<file path="src/rtl/bcd_pkg.sv">
// Shared types and digit arithmetic for BCD conversion and display paths.
// Latency: n/a (package only).
// Backpressure: n/a.
package bcd_pkg;

  typedef enum logic [1:0] {
    IDLE  = 2'd0,
    SHIFT = 2'd1,
    DONE  = 2'd2
  } state_t;

  localparam int BCD_DIGIT_W = 4;

  // Double-dabble pre-shift correction: a digit >= 5 would become >= 10 once
  // doubled, so bias it by 3 so the doubling carries into the next digit.
  function automatic logic [BCD_DIGIT_W-1:0] add3_if_ge5(input logic [BCD_DIGIT_W-1:0] d);
    return (d >= 4'd5) ? d + 4'd3 : d;
  endfunction

endpackage

</file>
<file path="src/rtl/bcd_digit_cell.sv">
// One BCD digit slice of the double-dabble shifter: correct, then shift left.
// Latency: combinational.
// Backpressure: none; the parent register decides when the result is taken.
module bcd_digit_cell
  import bcd_pkg::*;
(
  input  logic [BCD_DIGIT_W-1:0] digit_in,
  input  logic                   carry_in,
  output logic [BCD_DIGIT_W-1:0] digit_out,
  output logic                   carry_out
);

  logic [BCD_DIGIT_W-1:0] corrected;

  // Corrected digit shifts up one place; its top bit moves to the next digit.
  always_comb begin
    corrected = add3_if_ge5(digit_in);
    digit_out = {corrected[BCD_DIGIT_W-2:0], carry_in};
    carry_out = corrected[BCD_DIGIT_W-1];
  end

endmodule

</file>
<file path="src/rtl/binary_to_bcd_seq.sv">
// Iterative binary-to-BCD converter (double dabble), one operand bit per clock.
// Latency: BIN_W+1 edges from the accepting edge until done is visible.
// Backpressure: start is honoured only in IDLE or DONE; start during SHIFT is dropped.
module binary_to_bcd_seq
  import bcd_pkg::*;
#(
  parameter int BIN_W  = 17,
  parameter int DIGITS = 5
) (
  input  logic                          clk,
  input  logic                          rst,
  input  logic                          start,
  input  logic [BIN_W-1:0]              bin,
  output logic                          busy,
  output logic                          done,
  output logic [BCD_DIGIT_W*DIGITS-1:0] bcd,
  output logic                          ovf,
  output logic [DIGITS-1:0]             blank
);

  localparam int BCD_W = BCD_DIGIT_W * DIGITS;
  localparam int CNT_W = $clog2(BIN_W + 1);
  // A displayed zero keeps only the units digit lit.
  localparam logic [DIGITS-1:0] BLANK_RST = ~(DIGITS'(1));

  state_t             state;
  logic [BIN_W-1:0]   shreg;
  logic [BCD_W-1:0]   work;
  logic [BCD_W-1:0]   work_next;
  logic [CNT_W-1:0]   cnt;
  logic               ovf_sticky;
  logic [DIGITS:0]    carry;
  logic [DIGITS-1:0]  blank_next;
  logic               all_zero;

  assign carry[0] = shreg[BIN_W-1];

  genvar g;
  generate
    for (g = 0; g < DIGITS; g++) begin : g_digit
      bcd_digit_cell u_cell (
        .digit_in  (work[g*BCD_DIGIT_W +: BCD_DIGIT_W]),
        .carry_in  (carry[g]),
        .digit_out (work_next[g*BCD_DIGIT_W +: BCD_DIGIT_W]),
        .carry_out (carry[g+1])
      );
    end
  endgenerate

  // Leading-zero mask of the value about to be published; units digit always shown.
  always_comb begin
    blank_next = '0;
    all_zero   = 1'b1;
    for (int k = DIGITS - 1; k >= 1; k--) begin
      all_zero      = all_zero & (work_next[k*BCD_DIGIT_W +: BCD_DIGIT_W] == 4'd0);
      blank_next[k] = all_zero;
    end
  end

  // Control FSM, datapath iteration and result registers.
  always_ff @(posedge clk) begin
    if (rst) begin
      state      <= IDLE;
      busy       <= 1'b0;
      done       <= 1'b0;
      bcd        <= '0;
      ovf        <= 1'b0;
      blank      <= BLANK_RST;
      shreg      <= '0;
      work       <= '0;
      cnt        <= '0;
      ovf_sticky <= 1'b0;
    end else begin
      case (state)
        IDLE, DONE: begin
          done <= 1'b0;
          if (start) begin
            shreg      <= bin;
            work       <= '0;
            ovf_sticky <= 1'b0;
            cnt        <= CNT_W'(BIN_W - 1);
            busy       <= 1'b1;
            state      <= SHIFT;
          end else begin
            busy  <= 1'b0;
            state <= IDLE;
          end
        end
        SHIFT: begin
          shreg      <= shreg << 1;
          work       <= work_next;
          ovf_sticky <= ovf_sticky | carry[DIGITS];
          cnt        <= cnt - CNT_W'(1);
          if (cnt == '0) begin
            busy  <= 1'b0;
            done  <= 1'b1;
            bcd   <= work_next;
            ovf   <= ovf_sticky | carry[DIGITS];
            blank <= blank_next;
            state <= DONE;
          end
        end
        default: begin
          busy  <= 1'b0;
          done  <= 1'b0;
          state <= IDLE;
        end
      endcase
    end
  end

endmodule

</file>
<file path="config.mk">
export PLATFORM = sky130hd
export DESIGN_NAME = binary_to_bcd_seq
export DESIGN_NICKNAME = d
export VERILOG_FILES = /design/src/rtl/bcd_pkg.sv /design/src/rtl/bcd_digit_cell.sv /design/src/rtl/binary_to_bcd_seq.sv
export SDC_FILE = /design/constraint.sdc
export NUM_CORES = 1
export LEC_CHECK = 0
export ABC_CLOCK_PERIOD_IN_PS = 1800
export BUFFER_PORTS_ARGS = -buffer_cell sky130_fd_sc_hd__buf_4
export CAP_MARGIN = 20
export CORE_MARGIN = 2
export CORE_UTILIZATION = 51
export CTS_CLUSTER_DIAMETER = 120
export CTS_CLUSTER_SIZE = 16
export DETAILED_ROUTE_END_ITERATION = 10
export PLACE_DENSITY = 0.74
export SLEW_MARGIN = 20
export SYNTH_ARGS = -nofsm -noshare
export SYNTH_HDL_FRONTEND = slang
export SYNTH_SLANG_ARGS = --single-unit
</file>
<file path="constraint.sdc">
create_clock -name clk -period 1.8 [get_ports clk]
set_clock_uncertainty 0.15 [all_clocks]
set_input_delay 0.27 -clock clk [delete_from_list [all_inputs] [get_ports clk]]
set_output_delay 0.27 -clock clk [all_outputs]
set_load 0.05 [all_outputs]
</file>
==> results.env <==
STATUS='complete, but fails checks'
VIOLATIONS='setup timing'
DRIVE_GT1_FRAC=0.344
ENDPOINTS_FAILING_SETUP=9
GRT_ANTENNA_BEFORE_REPAIR=0
CP_CELL_SEQUENCE='inv_2, ha_4, or4b_4, nor2_4, and4b_1, o2111ai_2, o31ai_2'
R2R-END='blank[1]'
FINAL_MIN_PERIOD_OVER_CLOCK_PERIOD=1.07
LIBRARY_CELL_USED_AS_CLOCK_ROOT_BUFFER='clkbuf_8'
TIMING.FINAL.MAX_SLEW_VIOLATIONS=0
CTS_INSERTED_BUFFERS=9
COREAREA_MM2=0.00592
DIEAREA_MM2=0.00679
SLEW_HEADROOM=0.572
CTS.HOLD.BUFFERS_ADDED=0
DIE_W_UM=82.4
REPORT.FINAL.HOLD_VIOL_COUNT=0
CRITPATHREQUIREDTIME_NS=1.91
SYNTH-EDFF-COUNT=0
CRITICAL_PATH_PEAK_FANOUT=3
POST-DP-HPWL_MM=4.90
INSERTION_DELAY_NS=0.34
POSTSYNTH.TOPFLOPCELL='dfxtp_1'
TRITONCTS_CLOCK_TREE='built'
POST-PLACE-WS_NS=-0.125
IR_WORST_VDD_uV=498
POSTROUTEWIRELENGTH_MM=7.58
WORST_R2R_STARTPOINT='cnt[1]'
DRC_ERRORS=0
LAYOUT_SETUP_WS_NS=-0.124
VIAS=2880
WORST_HOLD_PATH.NUM_CELLS=3
TIMING_WORST_SETUP_PATH_TYPE='reg2reg'
POST_LAYOUT_NONFILLER_INSTANCES=531
INITIAL_UTILIZATION=0.530
SYNTH_TOP_AREA_FRAC=0.460
POST-ROUTE-MIN-PERIOD_NS=1.92
CRITICAL_PATH.N_BUFFERS_INVERTERS=1
POSTSYNTHNETCOUNT=398
POST_SYNTH.CELL_AREA_AVG_UM2=8.57
WIRE_LENGTH_OF_THE_FIRST_GLOBAL_ROUTING_PASS_MM=11.7
R2R.WORST_PATH.CELLS=7
WORSTMARGINPINSLEW_NS=0.641
AGGREGATE_GLOBAL_ROUTING_OVERFLOW=0
HOLDCRITPATHCLASS='in2reg'
SYNTH_LARGEST_AREA_CELL='dfxtp_1'
POST-SYNTH-TOP-COUNT-CELL='dfxtp_1'
DETAIL_ROUTE.WL_PER_CELL_UM=14.3
POST_SYNTH_INSTANCE_AREA_MM2=0.00314
CRITPATHMAXSTAGEDELAY_NS=0.48
SYNTHTOPCELLSBYAREA='dfxtp_1, a21oi_1, nand2_1'
GRT_SETUP_UNREPAIRED='true'
NUMPORTBUFFERS=46
WHS_ENDPOINT='shreg[0]'
CRIT_PATH_END_KIND='flop'
MAXIMUM_CLOCK_FREQUENCY_GHz=0.520
CTS-HTREE-LEVELS=3
SYNTH-ASYNC-RESET-RATIO=0
YS_SEQ_ELEMENTS=72
TOTAL_POWER_mW=3.64
CLK_PATH_BUF_DEPTH=2
POWER_DENSITY_mW_PER_MM2=854
FINALNETCOUNT=483
NUM_ANTENNA_CELLS=0
YOSYS_WARNINGS=0
TRITONCTS_NUM_SINKS=72
SYNTHESIZED_INSTANCE_COUNT=366
TIMING.SETUP.TNS_NS=-0.333
NUMBER_OF_GLOBAL_ROUTE_VIAS_BEFORE_REPAIR=2609
YS_TOP_CELLS_BY_COUNT='dfxtp_1, nand2_1, a21oi_1, nor2_1, o21ai_0'
FAMILY_OF_CELLS_WITH_THE_GREATEST_SUMMED_DELAY_ON_THE_CRITICAL_PATH='simple AND/OR/NAND/NOR gates'
LEAKAGE_POWER_nW=1.72
CORE_UTILIZATION_OF_THE_FINISHED_LAYOUT=0.719
IO_PINS=48
POST_SYNTH_NUM_CELL_TYPES=38
DETAIL_ROUTE.FIRST_PASS.ITERATIONS=4
DETAIL_ROUTE.VIAS_PER_CELL=5.42
HP-START='bin[0]'
SEQUENTIAL_FRACTION_OF_THE_SYNTHESIS_AREA=0.460
WORST_EP_ARRIVAL_TIME_NS=2.03
PIN_COUNT_OF_THE_BIGGEST_NET_ENTERING_GLOBAL_ROUTING=35
GPL.FINAL_WEIGHTED_CONGESTION=0.831
PLACEDCELLCOUNT=511
FP-ROW-COUNT=28
ANTENNA_VIOL_NETS_FINAL=0
FLOORPLAN.DIE.HEIGHT_UM=82.4
WORST_CASE_REGISTER_TO_REGISTER_SETUP_SLACK_NS=-0.12
SYN2LAYOUT_AREA_GROWTH_PCT=35.7
DRT_ITER0_MARKERS=176
GR-USAGE-ALL-LAYERS=0.225
WORST_SETUP_HOLD_PATH_CLK_SLEW_NS=0.07
WORST_SETUP_PATH_START_KIND='flop'
TIMING.CRITICAL_PATH.SLOWEST_STAGE_CELL='or4b_4'
DRV_CAP=0
worst min-delay path: cells and delay by family:
kind,cells,cell delay [ns]
compound gates,1,0.06
buf+inv,1,0.08
simple gates,1,0.07
cells by family after synthesis:
| kind of cell | Yosys count | synth area share |
|---|---|---|
| AO/OA/AOI/OAI | 108 | 0.216 |
| flip-flops | 72 | 0.460 |
| XOR/XNOR | 5 | 0.0140 |
| buffers and inverters | 34 | 0.0435 |
| multiplexers | 10 | 0.0327 |
| adder cells (fa/ha/maj) | 12 | 0.0479 |
| AND/OR/NAND/NOR | 124 | 0.185 |
| other | 1 | 0.00120 |
where the power goes:
part | leakage, nW | internal, mW | total [mW] | switching (mW)
Clock | 0.103 | 0.713 | 1.28 | 0.570
Combinational | 1.02 | 0.254 | 0.632 | 0.378
Sequential | 0.589 | 1.67 | 1.72 | 0.0488
Total | 1.72 | 2.64 | 3.64 | 0.997
repair_timing:
item | 4_1_cts | 5_1_grt
gates resized for setup | 8 | 35
setup endpoints to repair | 16 | 33
buffers inserted | 3 | 2
pin swaps | 3 | 8
gates cloned | 0 | 0
how the worst max path moves through the flow:
stage / startpoint / endpoint / cells past startpoint
CTS: cnt[1] / blank[1] / 7
global placement: cnt[1] / blank[1] / 7
global route: cnt[1] / blank[1] / 7
floorplan: cnt[1] / blank[1] / 7
detailed placement: cnt[1] / blank[1] / 7
finish: cnt[1] / blank[1] / 7
layer usage:
layer | wire length, µm | share of wire | global-route usage
met5 | 0 | 0 | 0
met4 | 83 | 0.011 | 0.0900
met3 | 344 | 0.045 | 0.0457
met2 | 3700 | 0.49 | 0.362
met1 | 3450 | 0.46 | 0.294
registers in the layout, summed over array words and instances (netlist names):
name	cells
ovf_sticky	1
blank	4
busy	1
cnt	5
state	2
done	1
ovf	1
shreg	17
work	20
bcd	20
stage by stage:
step | instance area, µm² | hold WS [ns]
detailed placement | 3850 | 0.298
global route | 4260 | 0.0209
CTS | 4100 | 0.0249
finish | 4260 | 0.0316
floorplan | 3160 | 0.281
global placement | 3850 | 0.294
cell usage in the layout (no fill, tap or decap), drive strengths merged, types with 2 or more instances in the layout:
cell    Yosys  routed
buf         6      95
dfxtp      72      72
nand2      61      61
a21oi      47      47
nor2       21      21
o21ai      18      18
a22oi      17      17
clkbuf     15      13
inv        13      13
ha         12      12
a22o       11      11
a211oi      9       9
nor3        9       9
nand2b      8       8
mux2i       8       8
nor3b       7       7
nand3       6       6
xnor2       5       5
nor2b       3       3
or2         2       2
mux2        2       2
clkinv      0       2
o31ai       2       2
area by class of cell:
type	instances	area, µm²
Clock inverter	3	40.0
Multi-Input combinational cell	260	1750
Fill cell	441	1660
Tap cell	75	93.8
Clock buffer	13	159
Timing Repair Buffer	95	717
Sequential cell	72	1450
Inverter	13	48.8
Note: power is estimated with default switching activity, not from simulation.
